[config.mk]
export PLATFORM = sky130hd
export DESIGN_NAME = prog_encoder
export DESIGN_NICKNAME = d
export VERILOG_FILES = /design/src/rtl/prog_enc_pkg.sv /design/src/rtl/prog_encoder_instr_pack.sv /design/src/rtl/prog_encoder.sv
export SDC_FILE = /design/constraint.sdc
export NUM_CORES = 1
export LEC_CHECK = 0
export CORE_MARGIN = 1.5
export CORE_UTILIZATION = 49
export DETAILED_ROUTE_END_ITERATION = 8
export PLACE_DENSITY = 0.8
export SLEW_MARGIN = 0
export SYNTH_ARGS = -nofsm -noshare
export SYNTH_HDL_FRONTEND = slang
export SYNTH_HIERARCHICAL = 1
export SYNTH_SLANG_ARGS = --single-unit
[constraint.sdc]
create_clock -name clk -period 4 [get_ports clk]
set_input_delay 0.8 -clock clk [delete_from_list [all_inputs] [get_ports clk]]
set_output_delay 0.8 -clock clk [all_outputs]
set_load 0.005 [all_outputs]
[src/rtl/prog_enc_pkg.sv]
// prog_enc_pkg: shared definitions for the program encoder.
// Holds the run opcode numbering (matching the 9-bit instruction decoder),
// the request kind encoding, the instruction-type bit and the word typedef.
package prog_enc_pkg;

    typedef enum logic [3:0] {
        OP_LDI = 4'b0000,
        OP_LD  = 4'b0001,
        OP_ST  = 4'b0010,
        OP_ADD = 4'b0011,
        OP_SUB = 4'b0100,
        OP_XOR = 4'b0101,
        OP_OR  = 4'b0110,
        OP_AND = 4'b0111,
        OP_JMP = 4'b1000,
        OP_BEQ = 4'b1001,
        OP_BLT = 4'b1010,
        OP_BGT = 4'b1011,
        OP_SHL = 4'b1100,
        OP_SHR = 4'b1101
    } opcode_e;

    typedef enum logic [1:0] {
        KIND_RUN  = 2'd0,
        KIND_PUT  = 2'd1,
        KIND_PAIR = 2'd2,
        KIND_RSVD = 2'd3
    } kind_e;

    // Bit 0 of every instruction word tells the decoder which format follows.
    localparam logic ITYPE_RUN = 1'b0;
    localparam logic ITYPE_PUT = 1'b1;

    typedef logic [8:0] instr_word_t;

    // Opcodes above SHR have no meaning to the decoder.
    function automatic logic opcode_legal(input logic [3:0] op);
        return op <= OP_SHR;
    endfunction

endpackage

[src/rtl/prog_encoder_instr_pack.sv]
// instr_pack: combinational packer turning (itype, opcode, value) into one
// 9-bit instruction word. RUN words carry the opcode in bits 4:1 with the
// upper nibble zero; PUT words carry the full 8-bit value in bits 8:1.
module instr_pack
    import prog_enc_pkg::*;
(
    input  logic        itype,
    input  logic [3:0]  opcode,
    input  logic [7:0]  value,
    output instr_word_t word
);

    // Select the word format from the instruction type bit.
    always_comb begin
        if (itype == ITYPE_PUT) begin
            word = {value, ITYPE_PUT};
        end else begin
            word = {4'b0000, opcode, ITYPE_RUN};
        end
    end

endmodule

[src/rtl/prog_encoder.sv]
// prog_encoder: accepts operation requests over valid/ready, packs them into
// 9-bit instruction words and writes them sequentially into instruction
// memory. A PAIR request becomes a PUT word followed next cycle by a RUN word.
// Optional feature macro: PROG_ENCODER_OPCHECK_EN rejects run opcodes
// 1110/1111 (for RUN and PAIR) the same way as the reserved request kind.
module prog_encoder
    import prog_enc_pkg::*;
#(
    parameter int ADDR_W = 8
) (
    input  logic              clk,
    input  logic              rst_n,
    input  logic              clear,
    input  logic              req_valid,
    output logic              req_ready,
    input  logic [1:0]        req_kind,
    input  logic [3:0]        req_opcode,
    input  logic [7:0]        req_value,
    output logic              instr_we,
    output logic [ADDR_W-1:0] instr_addr,
    output logic [8:0]        instr_data,
    output logic [ADDR_W:0]   count,
    output logic              full,
    output logic              err_op,
    output logic              err_ovf
);

    localparam logic [0:0] ST_IDLE  = 1'b0;
    localparam logic [0:0] ST_PAIR2 = 1'b1;

    localparam logic [ADDR_W:0] CAPACITY = {1'b1, {ADDR_W{1'b0}}};
    localparam logic [ADDR_W:0] ONE      = (ADDR_W + 1)'(1);
    localparam logic [ADDR_W:0] TWO      = (ADDR_W + 1)'(2);

    logic [0:0]      state;
    logic [3:0]      pend_opcode;
    logic            accept;
    logic            op_bad;
    logic            reject_op;
    logic            no_space;
    logic [ADDR_W:0] free_words;
    logic            pack_itype;
    logic [3:0]      pack_opcode;
    logic [7:0]      pack_value;
    instr_word_t     pack_word;

    assign full       = (count == CAPACITY);
    assign req_ready  = (state == ST_IDLE) && !full;
    assign accept     = req_valid && req_ready;
    assign free_words = CAPACITY - count;

`ifdef PROG_ENCODER_OPCHECK_EN
    assign op_bad = (req_kind != KIND_PUT) && !opcode_legal(req_opcode);
`else
    assign op_bad = 1'b0;
`endif

    assign reject_op = (req_kind == KIND_RSVD) || op_bad;

    // A PAIR must fit completely or not at all, so it needs two free slots.
    assign no_space = (req_kind == KIND_PAIR) ? (free_words < TWO)
                                              : (free_words == '0);

    // Choose what to pack: the latched RUN half while finishing a PAIR,
    // otherwise the incoming request (a PAIR starts with its PUT half).
    always_comb begin
        pack_itype  = ITYPE_PUT;
        pack_opcode = req_opcode;
        pack_value  = req_value;
        if (state == ST_PAIR2) begin
            pack_itype  = ITYPE_RUN;
            pack_opcode = pend_opcode;
        end else if (req_kind == KIND_RUN) begin
            pack_itype = ITYPE_RUN;
        end
    end

    instr_pack u_pack (
        .itype  (pack_itype),
        .opcode (pack_opcode),
        .value  (pack_value),
        .word   (pack_word)
    );

    // FSM, write port, word counter and sticky error flags; clear wins over
    // both a new request and the pending RUN half of a PAIR.
    always_ff @(posedge clk or negedge rst_n) begin
        if (!rst_n) begin
            state       <= ST_IDLE;
            pend_opcode <= 4'b0000;
            instr_we    <= 1'b0;
            instr_addr  <= '0;
            instr_data  <= '0;
            count       <= '0;
            err_op      <= 1'b0;
            err_ovf     <= 1'b0;
        end else begin
            instr_we <= 1'b0;
            if (clear) begin
                state      <= ST_IDLE;
                instr_addr <= '0;
                count      <= '0;
                err_op     <= 1'b0;
                err_ovf    <= 1'b0;
            end else if (state == ST_PAIR2) begin
                instr_we   <= 1'b1;
                instr_addr <= count[ADDR_W-1:0];
                instr_data <= pack_word;
                count      <= count + ONE;
                state      <= ST_IDLE;
            end else if (accept) begin
                if (reject_op) begin
                    err_op <= 1'b1;
                end else if (no_space) begin
                    err_ovf <= 1'b1;
                end else begin
                    instr_we   <= 1'b1;
                    instr_addr <= count[ADDR_W-1:0];
                    instr_data <= pack_word;
                    count      <= count + ONE;
                    if (req_kind == KIND_PAIR) begin
                        state       <= ST_PAIR2;
                        pend_opcode <= req_opcode;
                    end
                end
            end
        end
    end

endmodule

==> results.cfg <==
[outcome]
status = completed

[critical_path]
reg2regPathDepth = 8
cp_max_fo = 9
r2r-start = count[0]$_DFFE_PN0P_
critical_path.startpoint = count[0]$_DFFE_PN0P_
crit_type = reg2out
endpoint = req_ready
rrSetupSlack_ns = 0.74
critPathCaptureType = output port
start_kind = flop
reg2reg_to = pend_opcode[0]$_DFFE_PN0P_
cp.required_ns = 3.20
arrival_ns = 2.70

[clocking]
cts_buffer_depth = 2
htree_levels = 2
insertion_delay_ns = 0.30
cts_buffers = 5
clk_pin_slew_worst_paths_ns = 0.07
post_cts_resized = 0
cts_hold_buf = 0
root_buffer = clkbuf_8
tritoncts = built
clock_sink_count = 34
cts_setup_buffers = 0

[grt]
grt-busiest-layer = met2
grtUsageMet2_pct = 40.2
first_global_vias = 1610
overflow = 0
use_met1_pct = 28.9
met3_usage_pct = 5.96
grt_max_degree = 35
grt.total_usage_pct = 23.6
antenna_found_initial = 0
grt_first_pass_wirelength_mm = 7.72

[die]
io-pin-count = 49
die_x_um = 65.9
dieArea_mm2 = 0.00435
placement_rows = 22
start_util_pct = 51.8
design.core.area_mm2 = 0.00374
die_h_um = 65.9

[synth]
synthAdderAreaFrac_pct = 2.58
async_flop_share_pct = 100
synth_nets = 199
ys_ff_latch = 34
ys_seq_area_share_pct = 43.8
synthSimpleGateAreaFrac_pct = 24.3
synth.top_cell.area_share_pct = 43.8
synth_compound_area_share_pct = 8.83
synth.area.top_cells = dfrtp_1, mux2_2, or4b_1
yosysWarnings = 6
synth_top_family_by_area = simple AND/OR/NAND/NOR gates
synthCells = 177
synthXorXnorAreaFrac_pct = 0.451
synth.distinct_cells = 43
syn_avg_cell_area_um2 = 11.0
synth_most_common_cell = dfrtp_1
synth_edf_count = 0
synth_area_mm2 = 0.00194
yosysTopAreaCell = dfrtp_1
ys_top_cells_by_count = dfrtp_1, mux2_2, nand2b_1
synthMuxAreaShare_pct = 16.6
ys.flop_type = dfrtp_1

[layout]
antenna_cells = 0
fin_area_mm2 = 0.00260
area_growth_pct = 34.1
drive_gt1_share_pct = 21.5
final_nets = 249

[placed_design]
gp_congestion = 0.800
place_hpwl_mm = 3.16
placed_cell_area_mm2 = 0.00246
io_buffers = 48

[route]
drc = 0
dr.pass1.iters = 4
first_iter_violations = 98
via_per_inst = 5.73
vias = 1581
wirelength_mm = 4.55
ant_nets = 0
wl_per_cell_um = 16.5

[sta]
tightest_slew_ns = 0.934
finalSetupTns_ns = 0
fin_crit_ns = 3.50
hold_viol_final = 0
rsz0062_at_grt = false
finalSetupViolations = 0
min_period_over_period_pct = 87.6
relSlewSlack_pct = 37.5
skew_ns = 0.00567
drv_slew = 0
max_freq_mhz = 285

[power]
ir_drop_uv = 272
power_leakage_nw = 1.08
p_per_area_mw_per_mm2 = 422

[flow_run]
cap_violations = 0

[hold_path]
hold_path_class = reg2reg
-- state kept, by name, summed over array words and instances (netlist names) --
name	cells
err_op	1
instr_we	1
err_ovf	1
instr_data	9
count	9
pend_opcode	4
state	1
instr_addr	8
-- cell families after synthesis --
logic type | Yosys count
simple gates | 71
flops | 34
mux | 28
compound gates | 25
buf+inv | 14
fa+ha+maj | 4
xor+xnor | 1
-- power breakdown --
part           switching, mW  internal, mW
Clock                  0.138         0.250
Combinational          0.130         0.163
Sequential            0.0313         0.387
-- final cells by class --
| type | instances | area, um^2 |
|---|---|---|
| multi-input combinational | 129 | 1020 |
| fill | 289 | 1140 |
| sequential | 34 | 851 |
| timing repair buffer | 52 | 510 |
| tap | 48 | 60.1 |
| clock inverter | 3 | 68.8 |
| clock buffer | 5 | 68.8 |
| inverter | 5 | 18.8 |
-- through the flow --
step / util [%] / cells / setup slack (ns) / power [mW] / hold WS, ns
final: 69.5 / 276 / 0.497 / 1.10 / 0.495
after global routing: 69.5 / 276 / 0.342 / 1.15 / 0.519
after CTS: 69.5 / 276 / 0.516 / 1.11 / 0.495
after detailed placement: 65.8 / 268 / 0.776 / 0.713 / 0.479
after global placement: 65.8 / 268 / 0.948 / 0.702 / 0.472
after floorplan: - / 177 / 1.04 / 0.582 / 0.459
-- routing by layer --
| metal | up-vias | wire [um] |
|---|---|---|
| met4 | 0 | 65 |
| met3 | 8 | 230 |
| li1 | 741 | - |
| met1 | 775 | 2060 |
| met5 | - | 0 |
| met2 | 57 | 2200 |
-- layout by cell type, fill, tap and decap left out, types with 2 or more instances in the layout --
cell type,count
mux2_4,4
nor3_1,4
nor4b_2,2
clkdlybuf4s50_1,48
ha_1,4
or2_2,4
mux2i_1,6
bufinv_16,2
dfrtp_1,34
mux2_2,17
nand2b_1,11
nand3_1,6
nor2_1,10
buf_4,4
or4_1,4
and3_1,3
nor2b_1,2
o21ai_0,9
o31ai_1,3
nand2_1,5
clkbuf_8,5
or4b_1,8
inv_1,5
nor3b_1,2
a21oi_1,4
and2_2,4
-- worst max-delay path, cell delays in order, from the launching register on --
cell	delay [ns]
dfrtp_1	0.47
inv_1	0.14
ha_1	0.20
or3b_4	0.42
nor4b_2	0.35
ha_1	0.26
nor2_1	0.10
clkdlybuf4s50_1	0.47
-- worst min path at each step --
stage / startpoint / to / slack, ns / cells after the start
floorplan: pend_opcode[3]$_DFFE_PN0P_ / pend_opcode[3]$_DFFE_PN0P_ / 0.46 / 1
CTS: pend_opcode[3]$_DFFE_PN0P_ / pend_opcode[3]$_DFFE_PN0P_ / 0.50 / 1
detailed placement: pend_opcode[3]$_DFFE_PN0P_ / pend_opcode[3]$_DFFE_PN0P_ / 0.48 / 1
global route: pend_opcode[3]$_DFFE_PN0P_ / pend_opcode[3]$_DFFE_PN0P_ / 0.52 / 1
global placement: pend_opcode[3]$_DFFE_PN0P_ / pend_opcode[3]$_DFFE_PN0P_ / 0.47 / 1
finish: pend_opcode[3]$_DFFE_PN0P_ / pend_opcode[3]$_DFFE_PN0P_ / 0.49 / 1
No activity file was read; power rests on OpenSTA's default activity.
==> RTL change (same settings) <==
The option `PROG_ENCODER_OPCHECK_EN` is turned on by a define.
--- a/src/rtl/prog_encoder.sv
+++ b/src/rtl/prog_encoder.sv
@@ -4,4 +4,6 @@
 // Optional feature macro: PROG_ENCODER_OPCHECK_EN rejects run opcodes
 // 1110/1111 (for RUN and PAIR) the same way as the reserved request kind.
+`define PROG_ENCODER_OPCHECK_EN
+
 module prog_encoder
     import prog_enc_pkg::*;
Check against the original RTL: not equivalent (a bounded check fails within 4 cycles, from zero or initial values and one cycle with rst_n low).
==> RTL change against the unedited design <==
  * Setup slack improved by 280 ps
  * Largest cell class unchanged
  * Synthesized area decreased by 1.9%
  * Combinational power is 8.9% lower
  * Cell count shrank 5.1%
  * Wire length fell by 10%
  * First-iteration DRC count fell by 63%
  * Sequential cell count did not move
  * Power down 2.4%
  * Count of clock-buffer cells in the layout unchanged
  * Non-clock buffer count down 2
  * Sequential power is 2% higher
  * Cell area is 3.5% lower
==> RTL change: results (changes against the unedited design) <==
Global route
  – GR Util All Layers: 21.4% (-2.2 points)
  – Global-route wire length before repair: 6870 um (-11%)

Yosys
  – Commonest cells in the synthesized netlist: sky130_fd_sc_hd__dfrtp_1 (34), sky130_fd_sc_hd__nor2_1 (15), sky130_fd_sc_hd__mux2_2 (11), sky130_fd_sc_hd__mux2i_1 (10)
  – Share of the synthesized area in compound gates (AO/OA/AOI/OAI): 9.99% (+1.2 points)
  – Distinct cell type count after synthesis: 44 (+2.3%)
  – Part of the Yosys area used for sequential elements: 44.7% (+0.84 points)

Pwr
  – Peak supply drop: 281 uV (+3.3%)
  – P_leak: 1.13 nW (+4.8%)

Run status
  – Result of the run: finished, final reports clean

Setup path
  – End of the worst register-to-register path: instr_data[2]
  – Highest fanout seen on the critical path: 11 (+2)
  – Register-to-register path setup slack: 800 ps (+60 ps)
  – Depth of the worst register-to-register path: 9 (+1)

Drt
  – DR vias/cell: 5.48 (-4.4%)
  – Met2 Routed Length: 2090 um (-5.0%)
  – Initial detailed-routing violation count: 36 (-63%)
  – Routed wire length: 4090 um (-10%)

Place
  – Post-DP HPWL: 2860 um (-9.5%)

Final layout
  – Non-clock buffers, area share: 19.7% (+0.11 points)
  – Multi-input gates: 114 (-12%)
  – Inverter count: 8 (+3)
  – Number of fill cells in the layout: 284 (-1.7%)
  – Non-clk bufs: 50 (-3.8%)

Worst hold path
  – Hold Crit Endpoint: instr_data[5]

STA
  – Final-layout worst hold slack: 501 ps (+5.74 ps)
-- RTL change: worst max-delay path, delay by kind of cell (launching register included) --
family	cells	cell delay, ps
flip-flops	1	590
adder cells (fa/ha/maj)	2	490
AND/OR/NAND/NOR	3	380
buffers and inverters	2	670
-- RTL change: power by group --
| part | total (mW) | switching [mW] | internal, mW |
|---|---|---|---|
| registers | 0.427 | 0.0360 | 0.391 |
| clock network | 0.378 | 0.129 | 0.250 |
| logic | 0.267 | 0.102 | 0.165 |
| total | 1.07 | 0.267 | 0.805 |
-- RTL change: through the flow --
stage / power, mW / setup WS, ps / utilization (%) / area [um^2]
final: 1.07 / 778 / 68.1 / 2510
after global routing: 1.12 / 613 / 68.1 / 2510
after CTS: 1.08 / 749 / 68.1 / 2510
after detailed placement: 0.698 / 721 / 64.4 / 2370
after global placement: 0.685 / 845 / 64.4 / 2370
after floorplan: 0.582 / 1390 / - / 1900
